File: src/rtl/control_fsm_tl_pkg.sv
// Shared transaction-layer control constants: one-hot state encodings and
// FIFO threshold defaults used by the control FSM, arbiter and FIFO bank.
package tl_ctrl_pkg;

  localparam int FIFO_DEPTH = 8;
  localparam int ALTO_DEF   = 6;
  localparam int BAJO_DEF   = 2;

  localparam logic [4:0] ST_RESET  = 5'b00001;
  localparam logic [4:0] ST_INIT   = 5'b00010;
  localparam logic [4:0] ST_IDLE   = 5'b00100;
  localparam logic [4:0] ST_ACTIVE = 5'b01000;
  localparam logic [4:0] ST_ERROR  = 5'b10000;

endpackage

File: src/rtl/control_fsm_tl.sv
// Transaction-layer main control FSM: captures/validates FIFO thresholds in
// INIT, then tracks FIFO empties and error flags across IDLE/ACTIVE/ERROR.
module control_fsm_tl #(
  parameter int FIFO_DEPTH = tl_ctrl_pkg::FIFO_DEPTH,
  parameter int AW         = 4,
  parameter int ALTO_DEF   = tl_ctrl_pkg::ALTO_DEF,
  parameter int BAJO_DEF   = tl_ctrl_pkg::BAJO_DEF
) (
  input  logic          clk,
  input  logic          reset_L,
  input  logic          init,
  input  logic [AW-1:0] umbral_alto_in,
  input  logic [AW-1:0] umbral_bajo_in,
  input  logic [7:0]    empties,
  input  logic [7:0]    fifo_error,
  output logic [4:0]    state,
  output logic [AW-1:0] umbral_alto,
  output logic [AW-1:0] umbral_bajo,
  output logic          idle,
  output logic          error_out,
  output logic          cfg_invalid
);
  import tl_ctrl_pkg::ST_RESET;
  import tl_ctrl_pkg::ST_INIT;
  import tl_ctrl_pkg::ST_IDLE;
  import tl_ctrl_pkg::ST_ACTIVE;
  import tl_ctrl_pkg::ST_ERROR;

  localparam logic [AW-1:0] DEPTH_AW = AW'(FIFO_DEPTH);
  localparam logic [AW-1:0] ALTO_AW  = AW'(ALTO_DEF);
  localparam logic [AW-1:0] BAJO_AW  = AW'(BAJO_DEF);

  logic [4:0]    state_nxt;
  logic [AW-1:0] alto_nxt;
  logic [AW-1:0] bajo_nxt;
  logic          cfg_invalid_nxt;
  logic          req_valid;

  always_comb begin
    req_valid       = (umbral_bajo_in < umbral_alto_in) &&
                      (umbral_alto_in <= DEPTH_AW);
    state_nxt       = ST_RESET;
    alto_nxt        = umbral_alto;
    bajo_nxt        = umbral_bajo;
    cfg_invalid_nxt = 1'b0;
    case (state)
      ST_RESET: state_nxt = ST_INIT;
      ST_INIT: begin
        cfg_invalid_nxt = !req_valid;
        if (req_valid) begin
          alto_nxt = umbral_alto_in;
          bajo_nxt = umbral_bajo_in;
        end
        if (!init && req_valid) begin
          state_nxt       = ST_IDLE;
          cfg_invalid_nxt = 1'b0;
        end else begin
          state_nxt = ST_INIT;
        end
      end
      ST_IDLE, ST_ACTIVE: begin
        // Error beats a configuration request, which beats the empties check
        if (fifo_error != 8'h00)   state_nxt = ST_ERROR;
        else if (init)             state_nxt = ST_INIT;
        else if (empties == 8'hFF) state_nxt = ST_IDLE;
        else                       state_nxt = ST_ACTIVE;
      end
      ST_ERROR: state_nxt = ST_ERROR;
      default:  state_nxt = ST_RESET;
    endcase
  end

  always_ff @(posedge clk) begin
    if (!reset_L) begin
      state       <= ST_RESET;
      umbral_alto <= ALTO_AW;
      umbral_bajo <= BAJO_AW;
      idle        <= 1'b0;
      error_out   <= 1'b0;
      cfg_invalid <= 1'b0;
    end else begin
      state       <= state_nxt;
      umbral_alto <= alto_nxt;
      umbral_bajo <= bajo_nxt;
      idle        <= (state_nxt == ST_IDLE);
      error_out   <= (state_nxt == ST_ERROR);
      cfg_invalid <= cfg_invalid_nxt;
    end
  end

endmodule

File: config.mk
export PLATFORM = sky130hd
export DESIGN_NAME = control_fsm_tl
export DESIGN_NICKNAME = d
export VERILOG_FILES = /design/src/rtl/control_fsm_tl_pkg.sv /design/src/rtl/control_fsm_tl.sv
export SDC_FILE = /design/constraint.sdc
export NUM_CORES = 1
export LEC_CHECK = 0
export BUFFER_PORTS_ARGS = -buffer_cell sky130_fd_sc_hd__buf_2
export CORE_UTILIZATION = 47
export DETAILED_ROUTE_END_ITERATION = 12
export PLACE_DENSITY = 0.9
export SLEW_MARGIN = 20
export SYNTH_ARGS = -nofsm -noshare
export SYNTH_HDL_FRONTEND = slang
export SYNTH_SLANG_ARGS = --single-unit
File: constraint.sdc
create_clock -name clk -period 3.2 [get_ports clk]
set_clock_uncertainty 0.1 [all_clocks]
set_input_delay 0.16 -clock clk [delete_from_list [all_inputs] [get_ports clk]]
set_output_delay 0.16 -clock clk [all_outputs]
set_load 0.03 [all_outputs]
### Word level (Yosys, flattened, before mapping)

Cells that the tools add are included.

| storage, ports and cells | value |
|---|---|
| register bits after elaboration | 16 |
| bits of input ports | 27 |

| cells by class | value |
|---|---|
| $lt $le $gt $ge | 2 |
| equality and inequality tests | 8 |
| muxes and demuxes | 5 |
| bitwise gates (word level) | 2 |
| reduce and logical (&&, ||, !) cells | 8 |

Operators with widths:

| cell | count |
|---|---|
| 5-bit one-hot mux with 4 select lines | 1 |
| 5-bit by 3-bit == test with 1-bit output (second input constant) | 2 |
| 5-bit == test (second input constant) | 2 |
| 8-bit == test (second input constant) | 1 |
| 4-bit two-way mux | 2 |
| 8-bit nonzero test | 1 |
| 5-bit by 1-bit == test with 1-bit output (second input constant) | 1 |
| 5-bit by 2-bit == test with 1-bit output (second input constant) | 1 |
| 5-bit by 4-bit == test with 1-bit output (second input constant) | 1 |
| 5-bit two-way mux | 1 |
| 4-bit less-or-equal comparator (second input constant) | 1 |
| 4-bit < comparator | 1 |
| 3-bit two-way mux | 1 |
| 3-bit OR reduction | 1 |
| 1-bit logical AND | 2 |
| 1-bit logical NOT | 2 |
| 1-bit inverter | 2 |
| 2-bit AND reduction | 1 |
| 2-bit OR reduction | 1 |

### Depth between registers and ports, before layout

| logic depth | value |
|---|---|
| word-level depth | 6 |
| gate-level depth with buffers | 7 |
| mapped depth without buffers | 6 |

### Worst setup path before layout

Ideal clock, no wire load.

| timing | value |
|---|---|
| kind | register to register |
| start point | register state[4] |
| end point | register umbral_alto[1] |
| library setup time | 128 ps |
| data arrival time | 1,587 ps |
| setup slack | 1,385 ps |
| cell stages (with the launch flop) | 7 |
| period minus slack after synthesis | 1,815 ps |
| cell sequence | dfxtp_1 or3_4 nor3b_4 o211ai_4 buf_6 nand2_1 o211ai_2 |

| on the way | value |
|---|---|
| longest elaborated chain between the ends | 2 |

Ends and longest elaborated chain:

| item | line | text |
|---|---|---|
| start: declaration | control_fsm_tl.sv:16 | `output logic [4:0] state,` |
| start signal: assignment | control_fsm_tl.sv:82 | `state <= state_nxt;` |
| 5-bit by 2-bit == test with 1-bit output | control_fsm_tl.sv:46 | `case (state)` |
| 2-bit AND reduction (no source line) | - |  |
| end signal: assignment | control_fsm_tl.sv:83 | `umbral_alto <= alto_nxt;` |
| end: declaration | control_fsm_tl.sv:17 | `output logic [AW-1:0] umbral_alto,` |

Every way passes these cells.
A chain may end at the register's enable or synchronous reset.

### Final worst setup path

| timing | value |
|---|---|
| start point | register state[4] |
| end point | register umbral_bajo[1] |

| on the way | value |
|---|---|
| longest elaborated chain between the ends | 2 |

Ends and longest elaborated chain:

| item | line | text |
|---|---|---|
| 5-bit by 2-bit == test with 1-bit output | control_fsm_tl.sv:46 |  |
| 2-bit AND reduction (no source line) | - |  |
| end signal: assignment | control_fsm_tl.sv:84 | `umbral_bajo <= bajo_nxt;` |
| end: declaration | control_fsm_tl.sv:18 | `output logic [AW-1:0] umbral_bajo,` |

Every way passes these cells.

==> impl_metrics.yaml <==
global_routing:
  overflow: 0
  grt_max_degree: 18
  antenna_found_initial: 0
  grt_pass1_vias: 735
  grt_pass1_wl_microns: 2970
  grt_usage_pct: 22.1
critical_path:
  reg2reg_from: "state[4]"
  end_kind: "flop"
  crit_family: "simple AND/OR/NAND/NOR gates"
  critical_path.max_stage_delay_ns: 0.43
  crit_path_start_kind: "flop"
  cp_cell_sequence: "or3_4 > nor3b_4 > o211ai_4 > mux2i_1 > nand2_1"
  path_buf_inv: 0
  critPathLaunch: "state[4]"
  crit_fanout: 17
  cp.arrival_ns: 1.89
  required_ns: 3.28
  crit_type: "reg -> reg"
  crit_slowest_cell: "or3_4"
power:
  power.leakage_nw: 0.504
  p_sw_mw: 0.153
  p_clk_share_pct: 27.9
  power_density_nw_per_um2: 444
  p_int_mw: 0.327
  power_frac_seq_pct: 46.9
  pwr-share-comb_pct: 25.2
  vdd_drop_max_mv: 0.311
  finalPower_mw: 0.480
  switching_share_pct: 31.9
routing:
  first_pass_iters: 8
  detail-route-antenna-nets: 0
  wl_met2_microns: 969
  vias: 806
  met1Wirelength_microns: 760
  finalWirelength_microns: 1880
  dr_wl_met3_microns: 80
  initialDrtViolationCount: 8
  avgRoutedWirePerCell_microns: 13.0
  viasPerCell: 5.56
  highest_layer: "met4"
  post-route-drc-count: 1
timing:
  period_needed_ns: 1.82
  finalWorstSetupSlack_ns: 1.38
  grt_setup_unrepaired: "false"
  slew_headroom_pct: 59.0
  fmax_ghz: 0.551
  holdWs_ns: 0.00752
  worst_pin_slew_ns: 0.611
  drv_slew: 0
  hold_violations: 0
  finalSetupTns_ns: 0
  period_share_pct: 56.7
  setup_viol: 0
layout:
  final_nets: 160
  mostFrequentLayoutCells: "buf_2 (42), dfxtp_1 (16), nand2_1 (12), a21oi_1 (6)"
  final_util_pct: 68.6
  drive_gt1_share_pct: 46.5
  fillers: 120
  final_common_cell: "buf_2"
  num_antenna_cells: 0
  area_delta_synth_final_pct: 31.7
run_status:
  status: "complete, but fails checks"
  violations: "DRC"
clocking:
  post_cts_buffers: 0
  cts_sinks: 16
  cts_tree: "built"
  root_buffer: "clkbuf_4"
  clkTransAtPathRegs_ns: 0.09
  cts_buffers: 3
  clock_latency_ns: 0.29
  cts_max_level: 1
  cts_max_path_buffers: 2
logic_synthesis:
  netlist_top_cells_area: "dfxtp_1 (39%), nand2_1 (5.5%), ha_1 (4.6%), o21ai_2 (4.3%), a21oi_1 (3.7%)"
  ys_types: 30
  yosys_warnings: 0
  synth_seq_area_share_pct: 39.0
  yosysTopAreaCell: "dfxtp_1"
  syn_nets: 114
  synthCells: 84
  ys_seq_elements: 16
  netlist_area_sq_um: 821
  synthDominantCellAreaShare_pct: 39.0
  syn-mean-instance-area_sq_um: 9.77
job:
  drv_cap: 0
place:
  hpwl_microns: 1500
  io_buffer_count: 42
  globalplace.congestion: 0.768
  dp_worst_setup_slack_ns: 1.28
floorplan:
  num_io_pins: 43
  rows: 14
  die_y_microns: 43.8
  dieArea_sq_um: 1920
  start_util_pct: 52.1
  core_area_sq_um: 1580
  dieWidth_microns: 43.8
worst_hold_path:
  hold_class: "in -> reg"
  hp-start: "umbral_bajo_in[1]"
cell families (layout without fill, tap and decap cells):
| group | count (synthesis) | in the layout | synth area share [%] |
|---|---|---|---|
| simple gates | 37 | 37 | 26.7 |
| compound gates | 20 | 20 | 23.6 |
| flops | 16 | 16 | 39.0 |
| buf+inv | 6 | 51 | 3.81 |
| fa+ha+maj | 3 | 3 | 4.57 |
| xor+xnor | 1 | 1 | 1.07 |
| mux | 1 | 1 | 1.22 |
flip-flops by register name, summed over array words and instances (netlist names):
name and count:
state 5, umbral_bajo 4, cfg_invalid 1, error_out 1, umbral_alto 4, idle 1
metrics by stage:
step	std cells	instance area [sq um]
6_report	145	1080
5_1_grt	145	1080
4_1_cts	145	1080
3_5_place_dp	140	1030
3_3_place_gp	140	1030
2_1_floorplan	84	821
cell usage after synthesis:
| master | instances |
|---|---|
| nand3b_1 | 2 |
| o211ai_2 | 2 |
| nand2_1 | 12 |
| or2b_2 | 1 |
| buf_2 | 1 |
| nand3_2 | 1 |
| or3_4 | 2 |
| o21ai_0 | 1 |
| a21oi_1 | 6 |
| xor2_1 | 1 |
| nor3b_4 | 1 |
| mux2i_1 | 1 |
| nand3_1 | 4 |
| or3_1 | 1 |
| nand4_1 | 2 |
| nand2b_1 | 2 |
| nor3_1 | 1 |
| ha_1 | 3 |
| dfxtp_1 | 16 |
| inv_1 | 4 |
| buf_6 | 1 |
| o211ai_4 | 1 |
| a221oi_4 | 1 |
| o31ai_1 | 1 |
| a211oi_1 | 3 |
| nor4_1 | 3 |
| nor2_1 | 4 |
| o31ai_4 | 1 |
| nand4b_1 | 1 |
| o21ai_2 | 4 |
worst min-delay path, delay by kind of cell:
kind / cells / cell delay (ns)
buffers and inverters: 1 / 0.09
multiplexers: 1 / 0.06
AND/OR/NAND/NOR: 1 / 0.06
repair_timing:
action / in CTS / in global routing
resized for setup: 0 / 0
hold buffers: 1 / 0
setup endpoints to repair: 0 / 0
endpoints found under the hold margin: 3 / 0
final timing paths:
| path | slack, ns | end | cells after the start |
|---|---|---|---|
| setup reg to reg | 1.38 | umbral_bajo[1] | 5 |
| setup / recovery | 1.38 | umbral_bajo[1] | 5 |
| hold reg to reg | 0.37 | umbral_alto[0] | 2 |
| hold / removal | 0.008 | umbral_bajo[1] | 3 |
per-layer routing:
layer / GRT usage, % / vias up
met5: 0 / -
met4: 15.6 / 0
met3: 6.25 / 8
met2: 37.3 / 27
met1: 23.3 / 372
li1: - / 399
cell type report:
cell class / instances / area, sq um / share of cell area [%]
multi-input cells: 62 / 469 / 43.4
repair buffers: 43 / 220 / 20.4
well taps: 16 / 20.0 / 1.85
inverters: 4 / 15.0 / 1.39
clock buffers: 4 / 36.3 / 3.36
flip-flops and latches: 16 / 320 / 29.6
power by group through the flow:
stage | Clock, mW | Sequential, mW | Combinational, mW
global route | 0.148 | 0.227 | 0.130
detailed placement | 0 | 0.229 | 0.119
finish | 0.134 | 0.225 | 0.121
floorplan | 0 | 0.250 | 0.0577
CTS | 0.137 | 0.224 | 0.121
global placement | 0 | 0.229 | 0.112
Power figures use the tool's default switching activity.
